### src/rtl/mem_arbiter_if.sv
// Bundles the fetch port, the load-store port and the shared memory bus of mem_arbiter.
// The slave modport is the arbiter's view; master is the view of whatever drives it.
interface mem_arbiter_if #(
  parameter int ADDR_W = 32,
  parameter int DATA_W = 32
);
  logic                  if_req_i;
  logic [ADDR_W-1:0]     if_addr_i;
  logic                  if_gnt_o;
  logic                  if_rvalid_o;
  logic [DATA_W-1:0]     if_rdata_o;

  logic                  ls_req_i;
  logic                  ls_we_i;
  logic [DATA_W/8-1:0]   ls_be_i;
  logic [ADDR_W-1:0]     ls_addr_i;
  logic [DATA_W-1:0]     ls_wdata_i;
  logic                  ls_gnt_o;
  logic                  ls_rvalid_o;
  logic [DATA_W-1:0]     ls_rdata_o;

  logic                  mem_req_o;
  logic                  mem_we_o;
  logic [DATA_W/8-1:0]   mem_be_o;
  logic [ADDR_W-1:0]     mem_addr_o;
  logic [DATA_W-1:0]     mem_wdata_o;
  logic                  mem_gnt_i;
  logic                  mem_rvalid_i;
  logic [DATA_W-1:0]     mem_rdata_i;

  modport slave (
    input  if_req_i, if_addr_i,
    output if_gnt_o, if_rvalid_o, if_rdata_o,
    input  ls_req_i, ls_we_i, ls_be_i, ls_addr_i, ls_wdata_i,
    output ls_gnt_o, ls_rvalid_o, ls_rdata_o,
    output mem_req_o, mem_we_o, mem_be_o, mem_addr_o, mem_wdata_o,
    input  mem_gnt_i, mem_rvalid_i, mem_rdata_i
  );

  modport master (
    output if_req_i, if_addr_i,
    input  if_gnt_o, if_rvalid_o, if_rdata_o,
    output ls_req_i, ls_we_i, ls_be_i, ls_addr_i, ls_wdata_i,
    input  ls_gnt_o, ls_rvalid_o, ls_rdata_o,
    input  mem_req_o, mem_we_o, mem_be_o, mem_addr_o, mem_wdata_o,
    output mem_gnt_i, mem_rvalid_i, mem_rdata_i
  );
endinterface

### src/rtl/mem_arbiter.sv
// Round-robin arbiter sharing one memory port between instruction fetch and load-store,
// with a single outstanding transaction at a time.
module mem_arbiter #(
  parameter int ADDR_W = 32,
  parameter int DATA_W = 32
) (
  input  logic           clk_i,
  input  logic           rst_i,
  mem_arbiter_if.slave   bus
);
  localparam int BE_W = DATA_W / 8;

  typedef enum logic {IDLE, WAIT} state_t;
  typedef enum logic {PORT_IF = 1'b0, PORT_LS = 1'b1} port_t;

  state_t            state_q, state_d;
  port_t             owner_q, last_grant_q, sel;
  logic              any_req, grant;
  logic [ADDR_W-1:0] sel_addr;
  logic [DATA_W-1:0] sel_wdata;
  logic [BE_W-1:0]   sel_be;
  logic              sel_we;

  assign any_req = bus.if_req_i | bus.ls_req_i;

  // On a tie the port that did not win last time goes first.
  always_comb begin
    sel = PORT_IF;
    if (bus.ls_req_i && (!bus.if_req_i || last_grant_q == PORT_IF)) begin
      sel = PORT_LS;
    end
  end

  always_comb begin
    sel_addr  = bus.if_addr_i;
    sel_we    = 1'b0;
    sel_be    = '1;
    sel_wdata = '0;
    if (sel == PORT_LS) begin
      sel_addr  = bus.ls_addr_i;
      sel_we    = bus.ls_we_i;
      sel_be    = bus.ls_be_i;
      sel_wdata = bus.ls_wdata_i;
    end
  end

  assign bus.mem_addr_o  = sel_addr;
  assign bus.mem_we_o    = sel_we;
  assign bus.mem_be_o    = sel_be;
  assign bus.mem_wdata_o = sel_wdata;
  assign bus.if_rdata_o  = bus.mem_rdata_i;
  assign bus.ls_rdata_o  = bus.mem_rdata_i;

  // Handshake outputs are held off while reset is asserted so nothing is granted mid-reset.
  always_comb begin
    state_d         = state_q;
    grant           = 1'b0;
    bus.mem_req_o   = 1'b0;
    bus.if_gnt_o    = 1'b0;
    bus.ls_gnt_o    = 1'b0;
    bus.if_rvalid_o = 1'b0;
    bus.ls_rvalid_o = 1'b0;
    case (state_q)
      IDLE: begin
        bus.mem_req_o = any_req && !rst_i;
        if (any_req && bus.mem_gnt_i && !rst_i) begin
          grant        = 1'b1;
          bus.if_gnt_o = (sel == PORT_IF);
          bus.ls_gnt_o = (sel == PORT_LS);
          state_d      = WAIT;
        end
      end
      WAIT: begin
        if (bus.mem_rvalid_i && !rst_i) begin
          bus.if_rvalid_o = (owner_q == PORT_IF);
          bus.ls_rvalid_o = (owner_q == PORT_LS);
          state_d         = IDLE;
        end
      end
      default: state_d = IDLE;
    endcase
  end

  always_ff @(posedge clk_i) begin
    if (rst_i) begin
      state_q      <= IDLE;
      owner_q      <= PORT_IF;
      last_grant_q <= PORT_LS;
    end else begin
      state_q <= state_d;
      if (grant) begin
        owner_q      <= sel;
        last_grant_q <= sel;
      end
    end
  end
endmodule
### src/flat_wrapper.sv
// flat-port wrapper written by rule: the top's interface ports become plain ports
module mem_arbiter_flat 
#(
  parameter int ADDR_W = 32,
  parameter int DATA_W = 32
)
  (clk_i, rst_i, bus_if_req_i, bus_if_addr_i, bus_if_gnt_o, bus_if_rvalid_o, bus_if_rdata_o, bus_ls_req_i, bus_ls_we_i, bus_ls_be_i, bus_ls_addr_i, bus_ls_wdata_i, bus_ls_gnt_o, bus_ls_rvalid_o, bus_ls_rdata_o, bus_mem_req_o, bus_mem_we_o, bus_mem_be_o, bus_mem_addr_o, bus_mem_wdata_o, bus_mem_gnt_i, bus_mem_rvalid_i, bus_mem_rdata_i);
  mem_arbiter_if #(.ADDR_W(ADDR_W), .DATA_W(DATA_W)) bus_i ();
  input  logic clk_i;
  input  logic rst_i;
  input wire logic [$bits(bus_i.if_req_i)-1:0] bus_if_req_i;
  input wire logic [$bits(bus_i.if_addr_i)-1:0] bus_if_addr_i;
  output wire logic [$bits(bus_i.if_gnt_o)-1:0] bus_if_gnt_o;
  output wire logic [$bits(bus_i.if_rvalid_o)-1:0] bus_if_rvalid_o;
  output wire logic [$bits(bus_i.if_rdata_o)-1:0] bus_if_rdata_o;
  input wire logic [$bits(bus_i.ls_req_i)-1:0] bus_ls_req_i;
  input wire logic [$bits(bus_i.ls_we_i)-1:0] bus_ls_we_i;
  input wire logic [$bits(bus_i.ls_be_i)-1:0] bus_ls_be_i;
  input wire logic [$bits(bus_i.ls_addr_i)-1:0] bus_ls_addr_i;
  input wire logic [$bits(bus_i.ls_wdata_i)-1:0] bus_ls_wdata_i;
  output wire logic [$bits(bus_i.ls_gnt_o)-1:0] bus_ls_gnt_o;
  output wire logic [$bits(bus_i.ls_rvalid_o)-1:0] bus_ls_rvalid_o;
  output wire logic [$bits(bus_i.ls_rdata_o)-1:0] bus_ls_rdata_o;
  output wire logic [$bits(bus_i.mem_req_o)-1:0] bus_mem_req_o;
  output wire logic [$bits(bus_i.mem_we_o)-1:0] bus_mem_we_o;
  output wire logic [$bits(bus_i.mem_be_o)-1:0] bus_mem_be_o;
  output wire logic [$bits(bus_i.mem_addr_o)-1:0] bus_mem_addr_o;
  output wire logic [$bits(bus_i.mem_wdata_o)-1:0] bus_mem_wdata_o;
  input wire logic [$bits(bus_i.mem_gnt_i)-1:0] bus_mem_gnt_i;
  input wire logic [$bits(bus_i.mem_rvalid_i)-1:0] bus_mem_rvalid_i;
  input wire logic [$bits(bus_i.mem_rdata_i)-1:0] bus_mem_rdata_i;
  assign bus_i.if_req_i = bus_if_req_i;
  assign bus_i.if_addr_i = bus_if_addr_i;
  assign bus_if_gnt_o = bus_i.if_gnt_o;
  assign bus_if_rvalid_o = bus_i.if_rvalid_o;
  assign bus_if_rdata_o = bus_i.if_rdata_o;
  assign bus_i.ls_req_i = bus_ls_req_i;
  assign bus_i.ls_we_i = bus_ls_we_i;
  assign bus_i.ls_be_i = bus_ls_be_i;
  assign bus_i.ls_addr_i = bus_ls_addr_i;
  assign bus_i.ls_wdata_i = bus_ls_wdata_i;
  assign bus_ls_gnt_o = bus_i.ls_gnt_o;
  assign bus_ls_rvalid_o = bus_i.ls_rvalid_o;
  assign bus_ls_rdata_o = bus_i.ls_rdata_o;
  assign bus_mem_req_o = bus_i.mem_req_o;
  assign bus_mem_we_o = bus_i.mem_we_o;
  assign bus_mem_be_o = bus_i.mem_be_o;
  assign bus_mem_addr_o = bus_i.mem_addr_o;
  assign bus_mem_wdata_o = bus_i.mem_wdata_o;
  assign bus_i.mem_gnt_i = bus_mem_gnt_i;
  assign bus_i.mem_rvalid_i = bus_mem_rvalid_i;
  assign bus_i.mem_rdata_i = bus_mem_rdata_i;
  mem_arbiter #(.ADDR_W(ADDR_W), .DATA_W(DATA_W)) u_core (.clk_i(clk_i), .rst_i(rst_i), .bus(bus_i));
endmodule
### config.mk
export PLATFORM = sky130hd
export DESIGN_NAME = mem_arbiter_flat
export DESIGN_NICKNAME = d
export VERILOG_FILES = /design/src/rtl/mem_arbiter_if.sv /design/src/rtl/mem_arbiter.sv /design/src/flat_wrapper.sv
export SDC_FILE = /design/constraint.sdc
export NUM_CORES = 1
export LEC_CHECK = 0
export BUFFER_PORTS_ARGS = -buffer_cell sky130_fd_sc_hd__buf_2
export CORE_AREA = 2 2 107 109
export CTS_BUF_LIST = sky130_fd_sc_hd__clkbuf_16
export DETAILED_ROUTE_END_ITERATION = 7
export DIE_AREA = 0 0 109 111
export SYNTH_ARGS = -nofsm -noshare
export SYNTH_HDL_FRONTEND = slang
export SYNTH_SLANG_ARGS = --single-unit
### constraint.sdc
create_clock -name clk_i -period 1.7 [get_ports clk_i]
set_clock_uncertainty 0.05 [all_clocks]
set_input_delay 0.085 -clock clk_i [delete_from_list [all_inputs] [get_ports clk_i]]
set_output_delay 0.085 -clock clk_i [all_outputs]
set_load 0.02 [all_outputs]
==> impl_metrics.csv, run 1 <==
group,metric,value,unit
cts,cts_tree,"built",
global_routing,antenna_found_initial,0,
synth,synth_fa_ha_area_frac,0,
final_layout,final_util,0.177,
route,vias_per_cell,3.41,
die,core,0.0111,mm^2
cts,clk_latency,0.22,ns
die,rows,39,
route,ant_nets,0,
synth,ys_seq_area_frac,0.0468,
route,vias,1417,
synth,synthesis.area,0.00128,mm^2
cts,root_buffer,"clkbuf_16",
synth,ys_warn_count,0,
route,routed_wl,4900,um
synth,ys_types,20,
power,power,1.01,mW
route,drtPass1Iterations,4,
cts,clock-sinks,3,
setup_path,cp_slowest_cell,"mux2_2",
power,vdd_drop_max,0.000359,V
final_layout,syn_to_final_growth,52.7,%
final_layout,drive_above_1_share,0.798,
route,drcViolationCount,0,
sta,fmax,0.606,GHz
global_routing,grt_pass1_wl,6980,um
die,dieArea,0.0121,mm^2
min_path,hold_depth,2,
setup_path,start_kind,"register",
cts,cts_buffers,3,
synth,syn_nets,296,
synth,synth-async-reset-ratio,0,
sta,slew-limit-headroom,0.841,
run_status,outcome,"finished clean",
synth,avgSynthCellArea,8.18,um^2
synth,synthMuxAreaShare,0.281,
min_path,hold_path.class,"in2reg",
place,globalplace.congestion,0.745,
setup_path,cp.arrival,1.51,ns
route,routedWlPerCell,11.8,um
setup_path,timing.rr.end,"u_core.last_grant_q",
sta,worstMarginPinSlew,0.238,ns
setup_path,path_max_fanout,32,
sta,rsz0062_at_grt,"true",
global_routing,track_usage,0.0750,
place,port_buffers,180,
setup_path,critical-path-top-delay-family,"buffers and inverters",
cts,path_clk_slew,0.03,ns
final_layout,nets,412,
synth,synth-xor-area-share,0,
min_path,worstHoldStart,"bus_mem_rvalid_i",
place,place_hpwl,4300,um
route,initialDrtViolationCount,35,
sta,final.period_utilization,0.970,
cts,cts_buffer_depth,2,
die,die_h,111,um
synth,synthFlopType,"dfxtp_1",
global_routing,first_global_vias,1407,
final_layout,final_cell_mix,"buf_2, and2_1, mux2_2",
power,powerDensity,515,mW/mm^2
sta,drv_slew,0,
min_path,hold_end,"u_core.state_q",
setup_path,required,1.56,ns
synth,synth-compound-area-share,0.0322,
synth,ys_ff_latch,3,
synth,synth_top_family_by_area,"buffers and inverters",
flow_run,cap_violations,0,
setup_path,cp.buffers_inverters,2,
setup_path,rrSetupSlack,0.40,ns
die,die_x,109,um
sta,period_needed,1.65,ns
synth,syn_inst,157,
synth,synth-edff-count,0,
cts,htree_levels,1,
final_layout,diodes,0,
global_routing,grt_max_degree,40,
power,p_leak,1.10,nW
setup_path,crit_path_cell_trace,"a21boi_4 -> buf_12 -> mux2_2 -> buf_2",
setup_path,crit_path_max_incr_delay,0.36,ns
die,ios,277,
die,start_util,0.116,
synth,synth-simple-area-share,0.222,
setup_path,critical_path_class,"reg2out",
sta,hold_viol,0,
setup_path,worst-r2r-cell-count,4,
final_layout,layout_commonest_cell,"buf_2",
sta,setup_viol,0,
setup_path,crit_path_end_kind,"output port",
global_routing,grt_overflow,0,
setup_path,reg2reg_from,"u_core.last_grant_q",
[Yosys cell counts, types with 2 or more instances]
cell / n / area share
and2_1: 33 / 0.16
buf_4: 65 / 0.38
buf_6: 3 / 0.026
clkbuf_1: 3 / 0.0088
dfxtp_1: 3 / 0.047
mux2_1: 2 / 0.018
mux2_2: 30 / 0.26
nand2b_1: 4 / 0.019
nor2_1: 3 / 0.0088
[through the flow]
stage	setup slack [ns]	std cells	hold slack [ns]	setup TNS [ns]	area, um^2
detailed placement	0.267	411	0.120	0	1870
finish	0.0507	415	0.0318	0	1960
floorplan	0.429	157	0.129	0	1280
CTS	0.0260	415	0.0289	0	1950
global route	-0.0231	415	0.0423	-0.0620	1960
global placement	0.296	411	0.120	0	1870
[per-layer routing]
layer | global-route usage | share of wire | up-vias
met5 | 0 | 0 | -
met4 | 0.0308 | 0.020 | 0
met3 | 0.0235 | 0.11 | 18
met2 | 0.126 | 0.48 | 100
met1 | 0.0868 | 0.38 | 624
li1 | - | - | 675
[where the power goes]
part | internal [mW] | switching (mW)
combinational | 0.268 | 0.295
clock | 0.303 | 0.0623
sequential | 0.0759 | 0.00495
[cell type report]
| class | count | area, um^2 |
|---|---|---|
| Tap cell | 143 | 179 |
| Fill cell | 1257 | 9120 |
| Clock inverter | 1 | 3.75 |
| Multi-Input combinational cell | 82 | 691 |
| Sequential cell | 3 | 60.1 |
| Timing Repair Buffer | 182 | 948 |
| Clock buffer | 3 | 75.1 |
| Inverter | 1 | 3.75 |
[sequential cells by signal (all words and copies together) (netlist names)]
| name | flops |
|---|---|
| u_core.state_q | 1 |
| u_core.owner_q | 1 |
| u_core.last_grant_q | 1 |
[worst reg2reg max path, delay by kind of cell (launching register included)]
family                 cells  cell delay, ns
buffers and inverters      1            0.17
AND/OR/NAND/NOR            1            0.23
flip-flops                 1            0.37
AO/OA/AOI/OAI              2            0.36
[how the worst max path moves through the flow]
stage | startpoint | endpoint | slack [ns] | cells past startpoint
6_report | u_core.last_grant_q | bus_mem_addr_o[28] | 0.05 | 4
5_1_grt | u_core.last_grant_q | bus_mem_addr_o[28] | -0.02 | 4
4_1_cts | u_core.last_grant_q | bus_mem_addr_o[28] | 0.03 | 4
3_5_place_dp | u_core.last_grant_q | bus_mem_addr_o[28] | 0.27 | 4
3_3_place_gp | u_core.last_grant_q | bus_mem_addr_o[28] | 0.30 | 4
2_1_floorplan | u_core.last_grant_q | bus_mem_addr_o[29] | 0.43 | 3
[repair_timing]
item                       in CTS  in global routing
setup endpoints to repair       0                 10
hold buffers                    0                  0
buffers inserted                0                  0
resized for setup               0                  4
[cell families after synthesis]
| group | Yosys count |
|---|---|
| AOI/OAI and AO/OA | 4 |
| buffers and inverters | 72 |
| DFF | 3 |
| muxes | 32 |
| and+or+nand+nor | 46 |
No activity file was read; power rests on OpenSTA's default activity.
==> run 2: changes to the inputs <==
- CORE_AREA: 2 2 107 109 -> 2 2 108 110
- DIE_AREA: 0 0 109 111 -> 0 0 110 112
- clock period: 1.7 -> 1.59 ns (I/O delays scaled with it)
==> run 2 against run 1 <==
Compared with the run above:
- the run now ends with setup timing left
- largest power group unchanged
- design area increased by 28%
- critical path depth increased by 2
- first-iteration DRC count down 54%
- wire length grew 28%
- die area is 1.8% higher
- cell count up 2.7%
- flip-flop and latch count did not move
- total power rose by 32%
- global-route usage increased by 1.2 points
==> impl_metrics.csv, run 2 (same netlist as run 1, synthesis figures left out) <==
group,metric,value,unit
run_status,outcome,"finished with violations",
run_status,violations,"setup timing",
final_layout,diodes,0,
global_routing,grt_pass1_wl,7900,um
global_routing,first_global_vias,1530,
sta,fmax,0.605,GHz
setup_path,cp.buffers_inverters,4,
global_routing,antenna_found_initial,0,
flow_run,cap_violations,0,
setup_path,crit_path_max_incr_delay,0.32,ns
route,vias_per_cell,3.57,
die,ios,277,
die,core,0.0112,mm^2
cts,clk_latency,0.22,ns
final_layout,nets,423,
setup_path,crit_path_end_kind,"output port",
setup_path,required,1.46,ns
sta,setup_ws,-0.0634,ns
cts,path_clk_slew,0.03,ns
route,routedWlPerCell,14.7,um
final_layout,final_util,0.224,
route,drtPass1Iterations,3,
cts,cts_hold_buf,0,
route,ant_nets,0,
global_routing,grt_max_degree,21,
final_layout,fin_cells,426,
sta,hold_viol,0,
power,powerDensity,535,mW/mm^2
final_layout,final_cell_mix,"buf_2, buf_6, and2_1",
die,start_util,0.115,
setup_path,crit_path_cell_trace,"a21boi_4 -> buf_6 -> buf_16 -> buf_8 -> mux2_4 -> buf_6",
sta,setup_viol,23,
min_path,hold_path.class,"in2reg",
sta,period_needed,1.65,ns
place,place_hpwl,4450,um
setup_path,critical-path-top-delay-family,"buffers and inverters",
place,place_area,0.00186,mm^2
final_layout,layout_commonest_cell,"buf_2",
cts,root_buffer,"clkbuf_16",
place,port_buffers,180,
cts,cts_tree,"built",
place,place_ws,0.149,ns
die,die_h,112,um
route,drcViolationCount,0,
cts,clock-sinks,3,
power,p_leak,1.38,nW
cts,cts_buffer_depth,2,
sta,slew-limit-headroom,0.890,
sta,drv_slew,0,
final_layout,syn_to_final_growth,94.8,%
setup_path,cp_slowest_cell,"dfxtp_2",
sta,worstMarginPinSlew,0.165,ns
final_layout,drive_above_1_share,0.827,
final_layout,fin_area,0.00250,mm^2
global_routing,grt_overflow,0,
route,vias,1522,
place,dpl.cell_count,411,
place,globalplace.congestion,0.744,
final_layout,fill_cells,1242,
setup_path,start_kind,"register",
setup_path,cp.arrival,1.52,ns
setup_path,critical_path_class,"reg2out",
power,power,1.34,mW
setup_path,path_max_fanout,6,
die,rows,39,
global_routing,track_usage,0.0866,
sta,final.period_utilization,1.04,
die,die_x,110,um
route,initialDrtViolationCount,16,
setup_path,cp_common_cell,"buf_6",
die,dieArea,0.0123,mm^2
route,routed_wl,6270,um
final_layout,reg_top3,"u_core.last_grant_q x1, u_core.owner_q x1, u_core.state_q x1",
sta,rsz0062_at_grt,"true",
power,vdd_drop_max,0.000414,V
cts,cts_buffers,3,
cts,htree_levels,1,
-- run 2: cell count changes in the layout (fill, tap and decap cells not counted), sizes merged --
cell and delta:
bufbuf +1, buf +10
-- run 2: routing by layer --
metal	share of wire	routed length, um	vias to the layer above	track usage
li1	-	-	699	-
met1	0.36	2240	668	0.0888
met2	0.48	3040	124	0.165
met3	0.12	768	31	0.0152
met4	0.035	220	0	0.0405
met5	0	0	-	0
-- run 2: path summary, 6_finish.rpt --
path                            slack [ns]                  end  cells after the start                 from
worst max register to register        0.04  u_core.last_grant_q                      7  u_core.last_grant_q
worst min-delay path                  0.02       u_core.state_q                      2     bus_mem_rvalid_i
worst max-delay path                 -0.06   bus_mem_addr_o[21]                      6  u_core.last_grant_q
worst min register to register        0.44  u_core.last_grant_q                      1  u_core.last_grant_q
-- run 2: worst reg2reg max path: cells and delay by family (launching register included) --
kind	cells	cell delay (ns)
simple gates	1	0.25
flops	1	0.34
buf+inv	4	0.50
compound gates	2	0.28
-- run 2: where the power goes --
part	leakage, nW	internal (mW)	switching (mW)	total, mW
combinational	1.31	0.476	0.379	0.855
clock	0.0423	0.324	0.0709	0.395
sequential	0.0243	0.0815	0.00485	0.0864
total	1.38	0.882	0.455	1.34
-- run 2: cell type report --
class	instances	area, um^2	share of cell area
clock buffer	3	75.1	0.0300
clock inverter	1	3.75	0.00150
inverter	1	3.75	0.00150
multi-input combinational	82	800	0.320
sequential	3	61.3	0.0245
tap	143	179	0.0715
timing repair buffer	193	1380	0.551
-- run 2: repair_timing --
item / CTS / global route
gates cloned: 5 / 0
buffers inserted: 8 / 0
pin swaps: 3 / 2
setup endpoints to repair: 33 / 66
resized for setup: 101 / 21
-- run 2: per-stage QoR --
stage	hold WS, ns	TNS (ns)
floorplan	0.124	0
global placement	0.109	0
finish	0.0200	-0.298
CTS	0.0212	-1.43
detailed placement	0.109	0
global route	0.0388	-2.04
==> run 3: changes to the inputs <==
- CORE_AREA: 2 2 108 110 -> 10 10 99 101
- DIE_AREA: 0 0 110 112 -> 0 0 109 111
- SKIP_LAST_GASP: not set -> 1
==> run 3 against run 2 <==
Compared with the run above:
- the flow still finishes with violations (setup timing)
- critical path depth down 1
- clock-buffer cell count stayed put
- wire length grew 13%
- sequential power about the same
- core utilization is 8.4 points higher
- fmax grew 0.80%
- clock power barely moved
- first-iteration DRC count up 56%
- die area down 1.8%
- cell count fell by 8.9%
- critical endpoint is now bus_mem_addr_o[2]
- largest cell class unchanged
==> impl_metrics.csv, run 3 (same netlist as run 1, synthesis figures left out) <==
group,metric,value,unit
die,rows,33,
route,drcViolationCount,0,
route,wl_met1,2040,um
route,top_layer_used,"met4",
place,globalplace.congestion,0.719,
route,wl_met3,1220,um
cts,clk_latency,0.22,ns
route,vias,1506,
final_layout,syn_to_final_growth,91.2,%
setup_path,crit_path_end,"bus_mem_addr_o[2]",
final_layout,fin_area,0.00245,mm^2
power,vdd_drop_max,0.000253,V
place,dpl.cell_count,373,
die,die_x,109,um
setup_path,crit_path_cell_trace,"a21boi_4 -> buf_12 -> clkbuf_16 -> mux2_2 -> buf_2",
sta,setup_viol,25,
place,place_area,0.00182,mm^2
run_status,outcome,"finished with violations",
setup_path,start_kind,"register",
global_routing,grt_max_degree,30,
final_layout,fin_cells,388,
setup_path,cp_slowest_cell,"dfxtp_2",
route,initialDrtViolationCount,25,
sta,fmax,0.610,GHz
power,p_leak,1.37,nW
route,routed_wl,7080,um
min_path,hold_path.class,"in2reg",
final_layout,fill_cells,842,
sta,hold_viol,0,
route,routedWlPerCell,18.2,um
die,die_h,111,um
final_layout,drive_above_1_share,0.837,
sta,holdWs,0.0350,ns
final_layout,reg_top3,"u_core.last_grant_q x1, u_core.owner_q x1, u_core.state_q x1",
cts,clock-sinks,3,
cts,root_buffer,"clkbuf_16",
cts,htree_levels,1,
power,power,1.32,mW
setup_path,required,1.46,ns
route,drtPass1Iterations,3,
cts,path_clk_slew,0.03,ns
final_layout,nets,423,
die,core,0.00797,mm^2
route,met2WireLength,3550,um
global_routing,first_global_vias,1635,
place,port_buffers,180,
route,ant_nets,0,
final_layout,diodes,0,
sta,rsz0062_at_grt,"true",
sta,fin_tns_setup,-0.417,ns
setup_path,crit_path_end_kind,"output port",
power,powerDensity,537,mW/mm^2
run_status,violations,"setup timing",
setup_path,worst-r2r-cell-count,6,
sta,drv_slew,0,
die,dieArea,0.0121,mm^2
setup_path,path_max_fanout,9,
setup_path,reg2reg_from,"u_core.last_grant_q",
setup_path,critical_path_class,"reg2out",
final_layout,layout_commonest_cell,"buf_2",
setup_path,timing.rr.end,"u_core.last_grant_q",
setup_path,rrSetupSlack,0.08,ns
sta,setup_ws,-0.0503,ns
die,ios,277,
global_routing,track_usage,0.0915,
global_routing,grt_pass1_wl,8920,um
sta,period_needed,1.64,ns
sta,slew-limit-headroom,0.886,
setup_path,cp.arrival,1.51,ns
cts,cts_tree,"built",
global_routing,antenna_found_initial,0,
flow_run,cap_violations,0,
place,place_hpwl,5600,um
setup_path,crit_path_max_incr_delay,0.32,ns
final_layout,final_cell_mix,"buf_2, buf_6, mux2_4",
cts,cts_hold_buf,0,
setup_path,startpoint,"u_core.last_grant_q",
route,vias_per_cell,3.88,
cts,cts_buffer_depth,2,
global_routing,grt_overflow,0,
sta,final.period_utilization,1.03,
sta,worstMarginPinSlew,0.171,ns
cts,cts_buffers,3,
die,start_util,0.161,
-- run 3: changes by cell type in the layout (fill, tap and decap cells not counted), sizes merged --
| cell | delta |
|---|---|
| bufbuf | -1 |
| clkbuf | +4 |
| buf | -3 |
-- run 3: cell type report --
cell class,instances,area [um^2],share of cell area
inverters,1,3.75,0.00153
well taps,105,131,0.0535
multi-input cells,82,806,0.328
repair buffers,193,1370,0.560
clock buffers,3,75.1,0.0306
clock inverters,1,3.75,0.00153
flip-flops and latches,3,61.3,0.0250
-- run 3: worst min-delay path by stage --
| stage | startpoint | endpoint | slack, ns | depth (start not counted) |
|---|---|---|---|---|
| finish | bus_mem_rvalid_i | u_core.state_q | 0.04 | 2 |
| global route | rst_i | u_core.last_grant_q | 0.06 | 2 |
| CTS | bus_mem_rvalid_i | u_core.state_q | 0.03 | 2 |
| detailed placement | bus_mem_rdata_i[3] | bus_if_rdata_o[3] | 0.11 | 0 |
| global placement | bus_mem_rdata_i[3] | bus_if_rdata_o[3] | 0.11 | 0 |
| floorplan | rst_i | u_core.last_grant_q | 0.12 | 1 |
-- run 3: worst max-delay path, delay by kind of cell, from the launching register on --
family | cells | cell delay, ns
buffers and inverters | 3 | 0.48
flip-flops | 1 | 0.32
multiplexers | 1 | 0.32
AO/OA/AOI/OAI | 1 | 0.16
-- run 3: through the flow --
stage | worst slack [ns] | util
floorplan | 0.325 | -
detailed placement | 0.182 | 0.229
CTS | -0.0660 | 0.244
global placement | 0.212 | 0.229
global route | -0.0876 | 0.308
finish | -0.0503 | 0.308
-- run 3: where the power goes --
part,switching (mW),internal (mW),total (mW)
Clock,0.0718,0.325,0.396
Sequential,0.00477,0.0815,0.0863
Combinational,0.368,0.466,0.835
Total,0.445,0.872,1.32
-- run 3: per-layer routing --
layer | track usage | vias to the layer above
met2 | 0.167 | 127
met5 | 0 | -
met1 | 0.0693 | 651
li1 | - | 699
met4 | 0.0413 | 0
met3 | 0.0651 | 29
-- run 3: timing repair --
action,in CTS,in global routing
pin swaps,0,1
setup endpoints to repair,32,54
resized for setup,0,128
setup buffers,1,6
gates cloned,1,4
